File: src/rtl/rpn_evaluator.sv
// Reverse-Polish f(x) sequencer: fetches tokens, keeps an operand stack and issues arithmetic to the shared ALU.
// Optional build macro RPN_EVALUATOR_DIV_POW_EN enables DIV/POW tokens; otherwise they raise the illegal-op error.
module rpn_evaluator #(
  parameter int INTEGER_PART_WIDTH    = 8,
  parameter int FRACTIONAL_PART_WIDTH = 8,
  parameter int STACK_DEPTH           = 8,
  parameter int PROGRAM_ADDR_WIDTH    = 6,
  localparam int N = INTEGER_PART_WIDTH + FRACTIONAL_PART_WIDTH
) (
  input  logic                          clk,
  input  logic                          rst_n,
  input  logic                          start,
  input  logic [N-1:0]                  x,
  output logic                          busy,
  output logic                          done,
  output logic [2:0]                    error,
  output logic [N-1:0]                  result,
  output logic [PROGRAM_ADDR_WIDTH-1:0] prog_addr,
  input  logic [N+2:0]                  prog_data,
  output logic                          alu_start,
  output logic [2:0]                    alu_op,
  output logic [N-1:0]                  alu_a,
  output logic [N-1:0]                  alu_b,
  input  logic                          alu_done,
  input  logic [N-1:0]                  alu_result,
  output logic [2:0]                    dbg_state
);

  localparam int SPW = $clog2(STACK_DEPTH + 1);
  localparam int IW  = $clog2(STACK_DEPTH);

  localparam logic [2:0] OP_DIV    = 3'd3;
  localparam logic [2:0] OP_POW    = 3'd4;
  localparam logic [2:0] OP_PUSH_C = 3'd5;
  localparam logic [2:0] OP_PUSH_X = 3'd6;
  localparam logic [2:0] OP_END    = 3'd7;

  localparam logic [2:0] ERR_NONE      = 3'd0;
  localparam logic [2:0] ERR_UNDERFLOW = 3'd1;
  localparam logic [2:0] ERR_OVERFLOW  = 3'd2;
  localparam logic [2:0] ERR_BAD_END   = 3'd3;
  localparam logic [2:0] ERR_ILLEGAL   = 3'd4;
  localparam logic [2:0] ERR_OVERRUN   = 3'd5;

  typedef enum logic [2:0] {
    S_IDLE     = 3'd0,
    S_FETCH    = 3'd1,
    S_EXEC     = 3'd2,
    S_ALU_WAIT = 3'd3,
    S_DONE     = 3'd4
  } state_t;

  state_t                          state, state_next;
  logic [SPW-1:0]                  sp;
  logic [PROGRAM_ADDR_WIDTH-1:0]   pc;
  logic [N-1:0]                    x_q;
  logic [N-1:0]                    stack [STACK_DEPTH];

  logic [2:0]    opcode;
  logic [N-1:0]  payload;
  logic          is_arith, is_push, is_end, illegal;
  logic [2:0]    exec_err;
  logic [IW-1:0] top_idx, sec_idx, push_idx;
  logic          alu_accept;
  logic          stack_we;
  logic [N-1:0]  stack_wdata;

  assign opcode   = prog_data[N+2:N];
  assign payload  = prog_data[N-1:0];
  assign is_arith = (opcode <= OP_POW);
  assign is_push  = (opcode == OP_PUSH_C) || (opcode == OP_PUSH_X);
  assign is_end   = (opcode == OP_END);
  assign top_idx  = IW'(sp - SPW'(1));
  assign sec_idx  = IW'(sp - SPW'(2));
  assign push_idx = IW'(sp);
  assign prog_addr = pc;

`ifdef RPN_EVALUATOR_DIV_POW_EN
  assign illegal = 1'b0;
`else
  assign illegal = (opcode == OP_DIV) || (opcode == OP_POW);
`endif

  // ALU handshake: alu_start is a one-cycle command strobe with alu_op/alu_a/alu_b held
  // until completion; alu_done idles high, so it only counts once alu_start has dropped.
  assign alu_accept = (state == S_ALU_WAIT) && !alu_start && alu_done;

  always_comb begin
    exec_err = ERR_NONE;
    if (is_arith && (sp < SPW'(2)))                exec_err = ERR_UNDERFLOW;
    else if (is_push && (sp == SPW'(STACK_DEPTH))) exec_err = ERR_OVERFLOW;
    else if (illegal)                              exec_err = ERR_ILLEGAL;
    else if (!is_end && (pc == '1))                exec_err = ERR_OVERRUN;
    else if (is_end && (sp != SPW'(1)))            exec_err = ERR_BAD_END;
  end

  always_ff @(posedge clk or negedge rst_n) begin
    if (!rst_n) state <= S_IDLE;
    else        state <= state_next;
  end

  always_comb begin
    state_next = state;
    case (state)
      S_IDLE, S_DONE: if (start) state_next = S_FETCH;
      S_FETCH:        state_next = S_EXEC;
      S_EXEC: begin
        if ((exec_err != ERR_NONE) || is_end) state_next = S_DONE;
        else if (is_push)                     state_next = S_FETCH;
        else                                  state_next = S_ALU_WAIT;
      end
      S_ALU_WAIT:     if (alu_accept) state_next = S_FETCH;
      default:        state_next = S_IDLE;
    endcase
  end

  always_comb begin
    busy      = (state == S_FETCH) || (state == S_EXEC) || (state == S_ALU_WAIT);
    done      = (state == S_DONE);
    dbg_state = state;
  end

  // Both push sources and the ALU write-back land at the current sp (after any pops).
  always_comb begin
    stack_we    = 1'b0;
    stack_wdata = (opcode == OP_PUSH_X) ? x_q : payload;
    if ((state == S_EXEC) && is_push && (exec_err == ERR_NONE)) begin
      stack_we = 1'b1;
    end else if (alu_accept) begin
      stack_we    = 1'b1;
      stack_wdata = alu_result;
    end
  end

  always_ff @(posedge clk) begin
    if (stack_we) stack[push_idx] <= stack_wdata;
  end

  always_ff @(posedge clk or negedge rst_n) begin
    if (!rst_n) begin
      pc        <= '0;
      sp        <= '0;
      x_q       <= '0;
      error     <= ERR_NONE;
      result    <= '0;
      alu_start <= 1'b0;
      alu_op    <= 3'd0;
      alu_a     <= '0;
      alu_b     <= '0;
    end else begin
      alu_start <= 1'b0;
      case (state)
        S_IDLE, S_DONE: begin
          if (start) begin
            x_q    <= x;
            pc     <= '0;
            sp     <= '0;
            error  <= ERR_NONE;
            result <= '0;
          end
        end
        S_EXEC: begin
          if (exec_err != ERR_NONE) begin
            error  <= exec_err;
            result <= '0;
          end else if (is_end) begin
            result <= stack[top_idx];
          end else if (is_push) begin
            sp <= sp + SPW'(1);
            pc <= pc + PROGRAM_ADDR_WIDTH'(1);
          end else begin
            alu_op    <= opcode;
            alu_a     <= stack[sec_idx];
            alu_b     <= stack[top_idx];
            alu_start <= 1'b1;
            sp        <= sp - SPW'(2);
          end
        end
        S_ALU_WAIT: begin
          if (alu_accept) begin
            sp <= sp + SPW'(1);
            pc <= pc + PROGRAM_ADDR_WIDTH'(1);
          end
        end
        default: ;
      endcase
    end
  end

endmodule

File: config.mk
export PLATFORM = sky130hd
export DESIGN_NAME = rpn_evaluator
export DESIGN_NICKNAME = d
export VERILOG_FILES = /design/src/rtl/rpn_evaluator.sv
export SDC_FILE = /design/constraint.sdc
export NUM_CORES = 1
export LEC_CHECK = 0
export ABC_AREA = 1
export BUFFER_PORTS_ARGS = -buffer_cell sky130_fd_sc_hd__buf_2
export CAP_MARGIN = 10
export CELL_PAD_IN_SITES_DETAIL_PLACEMENT = 0
export CELL_PAD_IN_SITES_GLOBAL_PLACEMENT = 2
export CORE_ASPECT_RATIO = 1.1
export CORE_MARGIN = 3
export CORE_UTILIZATION = 39
export DETAILED_ROUTE_END_ITERATION = 8
export PLACE_DENSITY_LB_ADDON = 0.12
export SYNTH_ARGS = -nofsm -noshare
export SYNTH_HDL_FRONTEND = slang
export SYNTH_SLANG_ARGS = --single-unit
File: constraint.sdc
create_clock -name clk -period 8.43 [get_ports clk]
set_input_delay 1.2645 -clock clk [delete_from_list [all_inputs] [get_ports clk]]
set_output_delay 1.2645 -clock clk [all_outputs]
set_load 0.05 [all_outputs]
# Word level (Yosys, flattened, before mapping)
# Memories as Yosys holds them, arrays and structs flattened. A register that Yosys moved wholly into a read port is not among the register bits.
# Cells that the tools add are included.
[op_classes]
n_lt_le_gt_ge = 2
muxes = 40
n_reduce_logical = 29
eq_ne = 19
n_bitwise = 3
add_sub_neg = 4
[op_table]
columns = ["op", "count"]
rows = [
  ["$mux W16", 6],
  ["$pmux W16 S2", 1],
  ["$mux W6", 5],
  ["$mux W3", 9],
  ["$mux W4", 5],
  ["$pmux W6 S3", 1],
  ["$eq A3 B3 Y1 const B", 5],
  ["$ne A2 B2 Y1 const B", 6],
  ["$pmux W3 S4", 1],
  ["$pmux W4 S3", 1],
  ["$eq A3 B2 Y1 const B", 3],
  ["$logic_and A1 B1 Y1", 8],
  ["$mux W1", 8],
  ["$add A6 B1 Y6 const B", 1],
  ["$eq A6 B6 Y1 const B", 1],
  ["$logic_not A3 Y1", 2],
  ["$pmux W3 S2", 1],
  ["$reduce_and A3 Y1", 2],
  ["$reduce_and A6 Y1", 1],
  ["$reduce_bool A3 Y1", 2],
  ["$logic_or A1 B1 Y1", 5],
  ["$reduce_and A5 Y1", 1],
  ["$add A4 B1 Y4 const B", 1],
  ["$eq A4 B4 Y1 const B", 1],
  ["14 further kinds", 20],
]
[word_totals]
regBits = 68
wordCells = 107
ramBits = 128
mem_count = 1
[mem_list]
columns = ["name", "depth", "width", "read_ports", "rd_ports_with_merged_regs", "write_ports", "line_no", "rtl"]
rows = [
  ["stack", 8, 16, 2, 1, 1, "57", "logic [N-1:0] stack [STACK_DEPTH];"],
]

# Longest topological paths before layout
[logic_depth]
word_depth = 12
mapped_depth = 18
depth_no_buf = 13

# Worst setup path before layout
# OpenSTA, ideal clock, no wires.
[synth_timing]
path_kind = "input to register"
from = "input prog_data[16]"
to = "memory stack[1][0] (netlist name) (enable)"
cell_stages = 11
t_arrival_ns = 3.074
slack_ns = 4.962
cell_sequence = "inv_2 -> nand3_4 -> nand2_2 -> nand2_2 -> nand3_1 -> nand2_2 -> inv_2 -> nand2_1 -> nor2_1 -> nand2_1 -> a21oi_1"
[synth_via]
elab_chain_cells = 12
[synth_lines]
columns = ["element", "line_no", "rtl"]
rows = [
  ["start, declared", "19", "input logic [N+2:0] prog_data,"],
  ["$eq A3 B3 Y1", "72", "assign is_end = (opcode == OP_END);"],
  ["$logic_and A1 B1 Y1 / $logic_not A1 Y1 (equally long branches)", "94, 93", ""],
  ["$mux W2 / $logic_and A1 B1 Y1 (equally long branches)", "94, 93", ""],
  ["$mux W3", "93", "else if (!is_end && (pc == '1)) exec_err = ERR_OVERRUN;"],
  ["$mux W3", "92", "else if (illegal) exec_err = ERR_ILLEGAL;"],
  ["$mux W3", "91", "else if (is_push && (sp == SPW'(STACK_DEPTH))) exec_err = ERR_OVERFLOW;"],
  ["$mux W3", "90", "if (is_arith && (sp < SPW'(2))) exec_err = ERR_UNDERFLOW;"],
  ["$logic_not A3 Y1", "127", "if ((state == S_EXEC) && is_push && (exec_err == ERR_NONE)) begin"],
  ["$logic_and A1 B1 Y1 *", "127", ""],
  ["$mux W1 *", "127", ""],
  ["$mux W1 *", "136", "if (stack_we) stack[push_idx] <= stack_wdata;"],
  ["$mux W1 (not written as such) *", "136", ""],
  ["end, declared", "57", ""],
]
# Mark *: on every way between the ends. The rest lies on a longest branch, timed or not.

# Final worst setup path
[layout_timing]
from = "register sp[0]"
to = "memory stack[2][8] (netlist name) (enable)"
[layout_via]
elab_chain_cells = 12
[layout_lines]
columns = ["element", "line_no", "rtl"]
rows = [
  ["start, declared", "54", "logic [SPW-1:0] sp;"],
  ["start signal, assigned", "169", "sp <= sp + SPW'(1);"],
  ["start signal, assigned", "176", "sp <= sp - SPW'(2);"],
  ["start signal, assigned", "181", "sp <= sp + SPW'(1);"],
  ["$ne A4 B1 Y1", "94", "else if (is_end && (sp != SPW'(1))) exec_err = ERR_BAD_END;"],
  ["$logic_and A1 B1 Y1", "94", ""],
  ["$mux W2", "94", ""],
  ["$mux W3", "93", ""],
  ["$mux W3", "92", ""],
  ["$mux W3", "91", ""],
  ["$mux W3", "90", ""],
  ["$logic_not A3 Y1", "127", ""],
  ["$logic_and A1 B1 Y1", "127", ""],
  ["$mux W1", "127", ""],
  ["$mux W1", "136", ""],
  ["$mux W1 (not written as such)", "136", ""],
]
# Several ways; a longest one is shown, not always the timed one.

==> impl_metrics.ini <==
[status]
status = complete, no violations

[run]
drv_cap = 0

[sta]
drv_slew = 0
fin_crit_ns = 4.46
setup_ws_ns = 3.97
period_share_pct = 52.9
fmax_mhz = 224
tns_ns = 0
slew_headroom_pct = 30.7
rsz0062_at_grt = false
setup_viol_count_final = 0
hold_viol_final = 0
fin_worst_skew_ns = 0.0156
tightest_slew_ns = 1.03

[critical_path]
worst_ep_required_time_ns = 8.65
path_common_cell = nand2_1
crit_path_start_kind = register
critical-path-slowest-cell = a21oi_1
cp_max_fo = 47
crit_type = register to register
worstPathArrival_ns = 4.68
timing.reg2reg.setup_slack_ns = 3.97
max_stage_delay_ns = 0.75
reg2reg_from = sp[0]
path_cells = inv_2, ha_2, nand2_1, nor2_1, nand2_2, nand3_1, nand2_2, inv_2, nand2_1, nor2_1, nand2_1, a21oi_1, buf_4
path_delay_family = simple AND/OR/NAND/NOR gates
critPathCaptureType = register
cp-startpoint = sp[0]
cp.buffers_inverters = 3

[power]
ir_drop_v = 0.000177
powerDensity_nw_per_um2 = 353
internal_power_w = 0.00234
p_seq_share_pct = 33.4
clkPwrFrac_pct = 24.8
p_leak_nw = 5.23
switching_share_pct = 44.2
p_switching_w = 0.00186
p_comb_share_pct = 41.8

[route]
vias = 8290
wl_met3_mm = 1.84
viasPerCell = 5.17
met2WireLength_mm = 13.6
highest_layer = met4
drt_first_iter_violations = 717
dr.pass1.iters = 5
drt-met1-wl_mm = 13.2
post-route-drc-count = 0
routed_wl_mm = 29.5
antenna_left = 0
wire_per_inst_um = 18.4

[floorplan]
die_x_um = 161
ios = 121
dieArea_um2 = 28300
initial_core_util_pct = 40.1
row_count = 61
die_h_um = 176
core_um2 = 25600

[cells_and_area]
area_growth_pct = 16.1
drive_gt1_share_pct = 16.5
instances_no_fill = 1604
nets = 1305
finalInstanceArea_um2 = 11900
fillers = 2505
diodes = 0

[logic_synthesis]
synth.avg_cell_area_um2 = 8.94
ys_seq_elements = 212
synth_commonest_cells = nand2_1, o21ai_0, nor2_1
synthArstFlopShare_pct = 39.6
yosysTopAreaCellShare_pct = 37.5
ys_types = 33
yosysSeqAreaShare_pct = 58.0
synth_area_leaders = edfxtp_1, dfrtp_1, nand2_1, o21ai_0, nor2_1
syn_inst = 1147
synth_area_um2 = 10300
synth_most_common_cell = nand2_1
synth-edff-count = 128
yosys.area.top_type = edfxtp_1
ys_warn_count = 0
synth_top_flop_cell = edfxtp_1
syn-num-nets = 1212

[global_route]
globalRouteOverflowTotal = 0
grtUsageTotal_pct = 20.9
antenna_found_initial = 0
grt_pass1_vias = 8205
grt_pass1_wl_mm = 46.4
grt_max_degree = 71

[clocking]
htreeDepth = 1
clk_pin_slew_worst_paths_ns = 0.06
hold_buffers = 0
cts_resized = 0
clock-root-buffer = clkbuf_16
clkLatencyLatePin_ns = 0.52
cts-buffers-inserted = 25
cts_tree = done
cts_buffer_depth = 3
clock_sinks = 212
cts_setup_buffers = 0

[placement]
dpl_cell_area_um2 = 11100
port_buffers = 120
dp_slack_ns = 3.47
globalplace.congestion = 0.811
dp.cells = 1559
dp_hpwl_mm = 19.7

[hold_path]
worstHoldStart = alu_a[4]
hold_class = register to register
## cells in the final DEF, fill, tap and decap left out, types with 6 or more instances in the layout
cell	synthesis	layout
buf_2	9	119
ha_1	10	9
nand2_1	310	310
buf_4	7	19
clkbuf_16	0	25
o22ai_1	35	35
clkbuf_1	47	6
a21oi_1	45	45
dfrtp_1	84	83
nand4_1	32	32
inv_1	46	45
a31oi_1	16	16
edfxtp_1	128	128
o21ai_1	8	8
o21ai_0	168	168
inv_2	7	8
nand3_1	25	25
nor2_1	132	132
## worst paths after layout
kind,depth (start not counted),to
worst max-delay path,13,stack[2][8]
worst min-delay path,2,alu_a[4]
worst max register to register,13,stack[2][8]
worst min register to register,2,alu_a[4]
max in group asynchronous,2,sp[0]
min in group asynchronous,1,alu_a[4]
## layer usage
metal | global-route usage, % | vias up
met5 | 0 | -
met4 | 6.37 | 0
met3 | 2.89 | 55
met2 | 34.2 | 277
met1 | 29.0 | 3865
li1 | - | 4093
## final cells by class
| class | instances | area, um2 | share of cell area, % |
|---|---|---|---|
| multi-input combinational | 807 | 3790 | 31.8 |
| sequential | 212 | 5950 | 49.9 |
| inverter | 56 | 213 | 1.79 |
| clock buffer | 33 | 676 | 5.67 |
| timing repair buffer | 138 | 738 | 6.20 |
| tap | 346 | 433 | 3.63 |
| clock inverter | 12 | 113 | 0.945 |
## tightest hold or removal path: cells and delay by family (launching register included)
family        cells  cell delay [ns]
flops             1             0.34
simple gates      2             0.09
## registers in the layout, indices dropped and copies added (netlist names), 4 cells and up
name,cells
stack,128
alu_a,16
alu_b,16
result,16
x_q,16
prog_addr,6
sp,4
## power by group through the flow
stage,clock network (W),logic [W],registers (W)
after floorplan,0,0.000937,0.00172
after global placement,0,0.00178,0.00142
after detailed placement,0,0.00177,0.00143
after CTS,0.00107,0.00178,0.00141
after global routing,0.00111,0.00195,0.00143
final,0.00104,0.00176,0.00141
## per-stage QoR
step                utilization [%]  hold WS [ns]  total power [W]
floorplan                         -         0.442          0.00265
global placement               43.5         0.448          0.00320
detailed placement             43.5         0.454          0.00320
CTS                            46.6         0.468          0.00425
global route                   46.6         0.480          0.00448
finish                         46.6         0.461          0.00420
## cells by family (layout without fill, tap and decap cells)
logic type	count (synthesis)	after routing	share of synthesized area, %
and+or+nand+nor	516	516	20.7
buffers and inverters	128	239	5.31
DFF	212	212	58.0
AOI/OAI and AO/OA	272	272	13.9
xor gates and xnor gates	4	4	0.342
adders and majority gates	10	10	1.22
muxes	5	5	0.549
No activity file was read; power rests on OpenSTA's default activity.
